===== src/rtl/wb_cmd_pkg.sv =====
// Shared types and widths for the Wishbone command initiator.
package wb_cmd_pkg;

  localparam int WB_AW   = 32;
  localparam int WB_DW   = 32;
  localparam int WB_SELW = 4;

  typedef enum logic [1:0] {
    ST_IDLE = 2'd0,
    ST_BUS  = 2'd1,
    ST_RESP = 2'd2
  } wb_state_e;

endpackage


===== src/rtl/wb_timeout_ctr.sv =====
// Counts bus cycles while enabled; expired flags the cycle whose 1-based count equals LIMIT.
module wb_timeout_ctr #(
  parameter int unsigned LIMIT = 255
) (
  input  logic clk,
  input  logic rst_n,
  input  logic clear,
  input  logic enable,
  output logic expired
);

  localparam logic [15:0] LAST = 16'(LIMIT - 1);

  logic [15:0] cnt;

  // cnt holds the number of completed cycles, so the current cycle is cnt + 1
  always_ff @(posedge clk or negedge rst_n) begin
    if (!rst_n) begin
      cnt <= '0;
    end else if (clear) begin
      cnt <= '0;
    end else if (enable) begin
      cnt <= cnt + 16'd1;
    end
  end

  assign expired = enable && (cnt == LAST);

endmodule


===== src/rtl/wb_cmd_initiator.sv =====
// Turns one command handshake into one Wishbone classic cycle and returns a response.
// Handshakes: a transfer happens on a rising edge where valid and ready are both high; valid never waits on ready.
module wb_cmd_initiator
  import wb_cmd_pkg::*;
#(
  parameter int unsigned TIMEOUT_CYCLES = 255
) (
  input  logic               wb_clk_i,
  input  logic               wb_rst_n_i,
  input  logic               cmd_valid_i,
  output logic               cmd_ready_o,
  input  logic               cmd_we_i,
  input  logic [WB_SELW-1:0] cmd_sel_i,
  input  logic [WB_AW-1:0]   cmd_adr_i,
  input  logic [WB_DW-1:0]   cmd_dat_i,
  output logic               rsp_valid_o,
  input  logic               rsp_ready_i,
  output logic [WB_DW-1:0]   rsp_dat_o,
  output logic               rsp_err_o,
  output logic               wbm_cyc_o,
  output logic               wbm_stb_o,
  output logic               wbm_we_o,
  output logic [WB_SELW-1:0] wbm_sel_o,
  output logic [WB_AW-1:0]   wbm_adr_o,
  output logic [WB_DW-1:0]   wbm_dat_o,
  input  logic               wbm_ack_i,
  input  logic [WB_DW-1:0]   wbm_dat_i,
  output logic               busy_o,
  output wb_state_e          state_o
);

  wb_state_e state, state_nxt;

  logic               in_bus;
  logic               expired;
  logic               cmd_we;
  logic [WB_SELW-1:0] cmd_sel;
  logic [WB_AW-1:0]   cmd_adr;
  logic [WB_DW-1:0]   cmd_dat;

  assign in_bus = (state == ST_BUS);

  wb_timeout_ctr #(
    .LIMIT (TIMEOUT_CYCLES)
  ) u_timeout (
    .clk     (wb_clk_i),
    .rst_n   (wb_rst_n_i),
    .clear   (!in_bus),
    .enable  (in_bus),
    .expired (expired)
  );

  always_ff @(posedge wb_clk_i or negedge wb_rst_n_i) begin
    if (!wb_rst_n_i) begin
      state <= ST_IDLE;
    end else begin
      state <= state_nxt;
    end
  end

  // Ack is checked before expiry so an ack on the final allowed cycle succeeds
  always_comb begin
    state_nxt = state;
    case (state)
      ST_IDLE: if (cmd_valid_i)              state_nxt = ST_BUS;
      ST_BUS:  if (wbm_ack_i || expired)     state_nxt = ST_RESP;
      ST_RESP: if (rsp_ready_i)              state_nxt = ST_IDLE;
      default:                               state_nxt = ST_IDLE;
    endcase
  end

  always_ff @(posedge wb_clk_i or negedge wb_rst_n_i) begin
    if (!wb_rst_n_i) begin
      cmd_we    <= 1'b0;
      cmd_sel   <= '0;
      cmd_adr   <= '0;
      cmd_dat   <= '0;
      rsp_dat_o <= '0;
      rsp_err_o <= 1'b0;
    end else begin
      if (state == ST_IDLE && cmd_valid_i) begin
        cmd_we  <= cmd_we_i;
        cmd_sel <= cmd_sel_i;
        cmd_adr <= cmd_adr_i;
        cmd_dat <= cmd_dat_i;
      end
      if (in_bus && wbm_ack_i) begin
        rsp_dat_o <= cmd_we ? '0 : wbm_dat_i;
        rsp_err_o <= 1'b0;
      end else if (in_bus && expired) begin
        rsp_dat_o <= '0;
        rsp_err_o <= 1'b1;
      end
    end
  end

  // Bus strobes decode from state so an asynchronous reset drops them at once
  assign cmd_ready_o = (state == ST_IDLE);
  assign rsp_valid_o = (state == ST_RESP);
  assign busy_o      = (state != ST_IDLE);
  assign state_o     = state;
  assign wbm_cyc_o   = in_bus;
  assign wbm_stb_o   = in_bus;
  assign wbm_we_o    = in_bus ? cmd_we  : 1'b0;
  assign wbm_sel_o   = in_bus ? cmd_sel : '0;
  assign wbm_adr_o   = in_bus ? cmd_adr : '0;
  assign wbm_dat_o   = in_bus ? cmd_dat : '0;

endmodule


===== config.mk =====
export PLATFORM = sky130hd
export DESIGN_NAME = wb_cmd_initiator
export DESIGN_NICKNAME = d
export VERILOG_FILES = /design/src/rtl/wb_cmd_pkg.sv /design/src/rtl/wb_timeout_ctr.sv /design/src/rtl/wb_cmd_initiator.sv
export SDC_FILE = /design/constraint.sdc
export NUM_CORES = 1
export LEC_CHECK = 0
export CAP_MARGIN = 15
export CORE_MARGIN = 2
export CORE_UTILIZATION = 44
export DETAILED_ROUTE_END_ITERATION = 16
export PLACE_DENSITY = 0.8
export SLEW_MARGIN = 20
export SYNTH_ARGS = -nofsm -noshare
export SYNTH_HDL_FRONTEND = slang
export SYNTH_SLANG_ARGS = --single-unit

===== constraint.sdc =====
create_clock -name wb_clk_i -period 2.2 [get_ports wb_clk_i]
set_input_delay 0.44 -clock wb_clk_i [delete_from_list [all_inputs] [get_ports wb_clk_i]]
set_output_delay 0.44 -clock wb_clk_i [all_outputs]
set_load 0.02 [all_outputs]

# Yosys cells after proc, flatten, opt, wreduce, memory -nomap -nowiden
# Cells that the tools add are included.
# word_totals
reg_bits	120
word_cells	38
mem_bits_rw	0
in_bits	106
romBits	0
latchBits	0
output_inout_bits	109
mem_count	0
# classes
n_mul	0
muxes	14
shift	0
div_mod_pow	0
add_sub_neg	1
eq_ne	6
bitwise_logic	0
n_reduce_logical	9
n_lt_le_gt_ge	0
# ops
cell	count
$mux 32	5
$add 16x1->16 const B	1
$eq 16x8->1 const B	1
$mux 16	1
$mux 2	3
$pmux 2 s3	1
$logic_and 1x1->1	4
$mux 4	1
$ne 2x1->1 const B	2
$reduce_bool 2->1	2
$mux 1	3
$reduce_and 3->1	1
$eq 2x1->1 const B	1
$eq 2x2->1 const B	1
$logic_not 2->1	1
$ne 2x2->1 const B	1
$logic_or 1x1->1	1

# Depth between registers and ports, before layout
# Gate-level depths: netlist (run 1).
# logic_depth
depth_word	5
depth_mapped	6
depth_no_buf	5

# Cells and area by module
# A second synthesis (run 1) with hierarchy kept.
# hier_totals
cells_unflattened	400
hier_area_um2	5530.3
# modules_own_cells
mod	instances	cells_per_inst	seq_area_each_um2	area_per_inst_um2
wb_cmd_initiator	1	310	2602.5	4664.5
wb_timeout_ctr	1	90	400.4	865.8

# Least setup slack after synthesis (run 1)
# OpenSTA, ideal clock, no wires.
# synth_path
path_kind	register -> register
startpoint	register state[1], in the netlist state_o[1]
endpoint	register cmd_adr[24]
required_time_ns	2.075
synth_period_minus_slack_ns	2.085
setup_ns	0.125
arrival_time_ns	1.960
path_buffers	3
slack_ns	0.115
path_stages_with_launch	7
path_cell_list	dfrtp_1 -> nor2_1 -> and2_1 -> buf_2 -> buf_2 -> buf_2 -> mux2_2
# synth_between
elab_chain_len	2
# synth_rtl
element	line	rtl
start, declared	wb_cmd_initiator.sv:32	wb_state_e state, state_nxt;
start signal, assigned	wb_cmd_initiator.sv:57	state <= state_nxt;
$logic_not 2->1	--	
via cmd_ready_o	wb_cmd_initiator.sv:11	output logic cmd_ready_o,
$logic_and 1x1->1	wb_cmd_initiator.sv:81	if (state == ST_IDLE && cmd_valid_i) begin
end signal, assigned	wb_cmd_initiator.sv:84	cmd_adr <= cmd_adr_i;
end, declared	wb_cmd_initiator.sv:38	logic [WB_AW-1:0] cmd_adr;
# The timed path passes the listed nets, and every way through them passes these cells.
# A chain may end at the register's enable or synchronous reset.

# Worst setup path in the final report (run 1)
# layout_path
startpoint	register state[1], in the netlist state_o[1]
endpoint	output port wbm_adr_o[18]
# layout_between
elab_chain_len	2
# layout_rtl
element	line	rtl
$eq 2x1->1	wb_cmd_initiator.sv:41	assign in_bus = (state == ST_BUS);
$mux 32	wb_cmd_initiator.sv:106	assign wbm_adr_o = in_bus ? cmd_adr : '0;
end, declared	wb_cmd_initiator.sv:24	output logic [WB_AW-1:0] wbm_adr_o,
# No other way between the ends.

==> impl_metrics.ini, run 1 <==
[detailed_routing]
drtIter0Drc = 215
dr.pass1.iters = 5
viasPerCell = 5.13
via_count = 4452
drt-wirelength-per-cell_um = 17.0
wl_mm = 14.7
drc = 0
final_antenna_net_count = 0

[worst_setup_path]
critical_path_class = reg2out
critical-path-top-delay-family = buffers and inverters
start_kind = register
cp_slowest_cell = dfrtp_1
startpoint = state_o[1]
crit-reg2reg-launch = u_timeout.cnt[2]
slowest_delay_ps = 380
crit_arrival_ps = 1690
critPathCaptureType = primary output
critPathBufInv = 3
critPathRequiredTime_ps = 1760
cp_cell_sequence = nand2b_2 > clkinv_4 > buf_12 > and2_1 > clkdlybuf4s15_1
path_max_fanout = 26

[grt]
use_met1 = 0.268
busiest_layer = met2
antenna_found_initial = 0
grt_pass1_vias = 4631
grt_max_degree = 52
use_met2 = 0.378
grt_pass1_wl_mm = 23.4
overflow = 0
grt_usage = 0.223
use_met3 = 0.0773

[clock_network]
root_buffer = clkbuf_16
cts_sinks = 120
cts_setup_buffers = 0
cts.clk_slew.worst_paths_ps = 50
cts_tree = done
clk_path_buf_depth = 2
cts.htree.levels = 4
insertion_delay_ps = 410
cts_buffers = 17

[sta]
period_share = 0.967
fin_crit_ps = 2130
rsz0062_at_grt = false
final-setup-viol-count = 0
fin_skew_ps = 9.06
holdWs_ps = 493
hold_viol = 0
slew_headroom = 0.648
tightest_slew_ps = 527
slew_violations = 0
tns_ps = 0
fmax_mhz = 470

[layout]
fillers = 986
regArea_um2 = 3000
fin_util = 0.659
instances_no_fill = 867
final_cell_area_um2 = 8250
multi_input_area_um2 = 2370
diodes = 0
area_growth_pct = 47.9
final_nets = 795
drive_gt1_frac = 0.289

[min_path]
min_from = cmd_dat[12]
hold_class = reg2reg

[yosys]
yosys.area.top_type = dfrtp_1
yosys.area.top_type_share = 0.538
syn_nets = 576
synth_edf_count = 0
synthFlopType = dfrtp_1
synth_cell_types = 38
synth_top_cells_by_area = dfrtp_1, mux2_2, and2_1, a22oi_1, o21ai_0
synth_commonest_cells = dfrtp_1, and2_1, mux2_2
synth.cell_area_um2 = 5580
post_synth.cell_area_avg_um2 = 11.9
synth_seq_cells = 120
synthArstFlopShare = 1.00
syn_inst = 468
synth.most_common_cell = dfrtp_1
ys_seq_area_frac = 0.538
yosys_warnings = 0

[floorplan]
io_pins = 215
core_um2 = 12500
die_w_um = 117
initial_core_util = 0.446
die_h_um = 117
rows = 41
dieArea_um2 = 13600

[power]
powerDensity_nw_per_um2 = 1450
power_leakage_nw = 3.53
peakVddDrop_mv = 0.794

[placed_design]
gp_congestion = 0.797
io_buffers = 214
dp_hpwl_mm = 10.3
placed_area_um2 = 7940
post-place-cells = 838

[flow_run]
cap_viol_max_count = 0

[outcome]
outcome = complete, no violations
==> power by group <==
part	switching [mW]	internal (mW)
combinational	2.88	2.80
sequential	0.590	3.20
clock	0.915	1.58
total	4.38	7.58
==> state kept, by name, summed over array words and instances (netlist names) <==
name	cells
cmd_adr	32
cmd_dat	32
rsp_dat_o	32
u_timeout.cnt	16
cmd_sel	4
state_o	2
cmd_we	1
rsp_err_o	1
==> per-stage QoR <==
stage                     setup slack (ps)  power [mW]
final                                 71.8        12.0
after global routing                  2.26        12.7
after CTS                            -15.8        12.2
after detailed placement               108        9.91
after global placement                 117        9.76
after floorplan                        115        7.17
==> cells by family after synthesis <==
logic type               Yosys count  share of synthesized area
buffers and inverters             38                     0.0402
AND/OR/NAND/NOR                  150                      0.173
multiplexers                      72                      0.145
AO/OA/AOI/OAI                     83                     0.0944
adder cells (fa/ha/maj)            2                    0.00449
flip-flops                       120                      0.538
XOR/XNOR                           3                    0.00471
==> what timing repair did <==
item                                    4_1_cts  5_1_grt
gates resized for setup                     156       70
hold buffers                                  1        0
cloned                                        0        1
endpoints found under the setup margin       73       70
endpoints found under the hold margin        29        0
==> routing by layer <==
metal	vias up	share of wire
met5	-	0
met4	0	0.013
met3	16	0.076
met2	157	0.51
met1	2199	0.40
li1	2080	-
==> worst paths after layout <==
check | end | depth (start not counted) | slack (ps)
setup reg to reg | rsp_dat_o[11] | 4 | 290
hold / removal | cmd_dat[12] | 1 | 490
hold reg to reg | cmd_dat[12] | 1 | 490
min in group asynchronous | rsp_dat_o[10] | 2 | 520
max in group asynchronous | cmd_dat[3] | 3 | 1000
setup / recovery | wbm_adr_o[18] | 5 | 70
==> cells in the final DEF (no fill, tap or decap), drive strengths merged <==
cell type      Yosys  layout
clkdlybuf4s50      0     139
dfrtp            120     120
clkbuf            14      71
and2              70      70
mux2              69      69
o21ai             36      36
a22oi             32      32
buf               18      28
or2b              20      20
nand2b            17      17
clkdlybuf4s15      0      13
a21oi              8       8
nand2              7       7
nand4              6       6
nand3              6       6
nor2               6       6
o31ai              5       5
or4                5       5
or3                5       5
inv                5       4
dlygate4sd2        0       4
nor4               4       4
mux2i              3       3
clkinv             0       3
xor2               2       2
nor2b              2       2
ha                 2       2
xnor2              1       1
nand4b             1       1
nor4bb             1       1
o32a               1       1
o211a              1       1
clkinvlp           0       1
dlygate4sd3        0       1
dlymetal6s2s       0       1
==> final cells by class <==
cell class / count / area share
sequential: 120 / 0.364
timing repair buffer: 233 / 0.255
inverter: 5 / 0.00288
clock buffer: 24 / 0.0620
clock inverter: 3 / 0.00212
multi-input combinational: 310 / 0.288
tap: 172 / 0.0261
(Power assumes the default switching activity.)
==> inputs of run 2 (changes only) <==
--- a/config.mk
+++ b/config.mk
@@ -9,7 +9,7 @@
 export CORE_MARGIN = 2
 export CORE_UTILIZATION = 44
 export DETAILED_ROUTE_END_ITERATION = 16
-export PLACE_DENSITY = 0.8
+export PLACE_DENSITY = 0.81
 export SLEW_MARGIN = 20
 export SYNTH_ARGS = -nofsm -noshare
 export SYNTH_HDL_FRONTEND = slang
==> impl_metrics.ini, run 2 (same netlist as run 1, synthesis figures left out) <==
[layout]
drive_gt1_frac = 0.300
final_nets = 796
final_cell_mix = clkdlybuf4s50_1, dfrtp_1, and2_1, mux2_2, clkdlybuf4s15_2
diodes = 0
final_cell_area_um2 = 8500
final_common_cell = clkdlybuf4s50_1
fin_util = 0.679
fillers = 983
top_regs = cmd_adr x32, cmd_dat x32, rsp_dat_o x32
area_growth_pct = 52.4

[clock_network]
cts.clk_slew.worst_paths_ps = 60
cts_tree = done
insertion_delay_ps = 410
cts_buffers = 17
cts_hold_buf = 0
root_buffer = clkbuf_16
clk_path_buf_depth = 2
cts.htree.levels = 4
cts_sinks = 120

[placed_design]
pre_cts_ws_ps = 106
dp_hpwl_mm = 9.98
placed_area_um2 = 7960
io_buffers = 214
gp_congestion = 0.775

[sta]
slew_violations = 0
fin_crit_ps = 2120
period_share = 0.963
final-setup-viol-count = 0
tightest_slew_ps = 566
setup_ws_ps = 81.3
fmax_mhz = 472
rsz0062_at_grt = false
fin_skew_ps = 11.5
slew_headroom = 0.623
hold_viol = 0
holdWs_ps = 44.6

[detailed_routing]
wl_mm = 14.4
drc = 0
dr.pass1.iters = 5
met2_length_mm = 7.15
drt-wirelength-per-cell_um = 16.5
via_count = 4449
wl_met3_mm = 1.02
drtIter0Drc = 249
top_layer_used = met4
viasPerCell = 5.10
final_antenna_net_count = 0
wl_met1_mm = 5.98

[grt]
grt_max_degree = 77
grt_usage = 0.220
antenna_found_initial = 0
overflow = 0
grt_pass1_vias = 4734
grt_pass1_wl_mm = 23.1

[worst_setup_path]
r2r_slack_ps = 190
critPathRequiredTime_ps = 1760
cp_cell_sequence = nand2b_2 > clkinv_4 > buf_16 > and2_1 > clkdlybuf4s15_2
critPathBufInv = 3
path_max_fanout = 27
crit_arrival_ps = 1680
critPathCaptureType = primary output
slowest_delay_ps = 370
cp_slowest_cell = dfrtp_1
critical-path-top-delay-family = buffers and inverters
critical_path_class = reg2out
start_kind = register

[min_path]
hold_class = in2async

[floorplan]
die_h_um = 117
dieArea_um2 = 13600
initial_core_util = 0.446
rows = 41
core_um2 = 12500
io_pins = 215
die_w_um = 117

[power]
power_leakage_nw = 3.56
peakVddDrop_mv = 0.788
powerDensity_nw_per_um2 = 1470
power_mw = 12.5

[flow_run]
cap_viol_max_count = 0

[outcome]
outcome = complete, no violations
-- run 2: cell count changes in the layout (fill, tap and decap cells not counted), moves of 2 or more --
| cell | delta |
|---|---|
| clkinvlp_4 | +4 |
| clkbuf_8 | -5 |
| clkinv_4 | +2 |
| dlygate4sd2_1 | -2 |
| inv_6 | +2 |
| buf_2 | -2 |
| bufinv_16 | +3 |
| clkdlybuf4s15_2 | +23 |
| buf_12 | +2 |
| clkbuf_2 | -20 |
-- run 2: final cells by class --
class                      instances  area, um^2  area share
timing repair buffer             234        2270       0.267
multi-input combinational        310        2370       0.279
sequential                       120        3000       0.353
tap                              172         215      0.0253
clock inverter                    14         173      0.0203
inverter                           5        23.8     0.00280
clock buffer                      18         439      0.0517
-- run 2: worst paths after layout --
| path | end | cells past startpoint | from |
|---|---|---|---|
| max in group asynchronous | cmd_dat[22] | 2 | wb_rst_n_i |
| min reg2reg | cmd_adr[12] | 1 | cmd_adr[12] |
| min in group wb_clk_i | cmd_adr[12] | 1 | cmd_adr[12] |
| max reg2reg | rsp_dat_o[14] | 4 | u_timeout.cnt[8] |
| max | wbm_adr_o[11] | 5 | state_o[1] |
| min | rsp_dat_o[10] | 2 | wb_rst_n_i |
-- run 2: metrics by stage --
stage | setup TNS (ps) | cells
2_1_floorplan | 0 | 468
3_5_place_dp | 0 | 840
5_1_grt | 0 | 873
6_report | 0 | 873
3_3_place_gp | 0 | 840
4_1_cts | -429 | 873
-- run 2: routing by layer --
| layer | vias to the layer above | GRT usage |
|---|---|---|
| met2 | 177 | 0.368 |
| met1 | 2167 | 0.274 |
| met5 | - | 0 |
| met3 | 21 | 0.0701 |
| met4 | 0 | 0.0690 |
| li1 | 2084 | - |
-- run 2: where the power goes --
| part | switching, mW | total, mW | internal, mW |
|---|---|---|---|
| logic | 2.89 | 5.87 | 2.97 |
| clock network | 1.02 | 2.84 | 1.81 |
| registers | 0.595 | 3.79 | 3.20 |
| total | 4.51 | 12.5 | 7.99 |
-- run 2: timing repair --
action / 4_1_cts / 5_1_grt
buffers inserted: 0 / 0
cloned: 1 / 0
endpoints found under the setup margin: 73 / 62
endpoints found under the hold margin: 0 / 0
gates resized for setup: 189 / 41
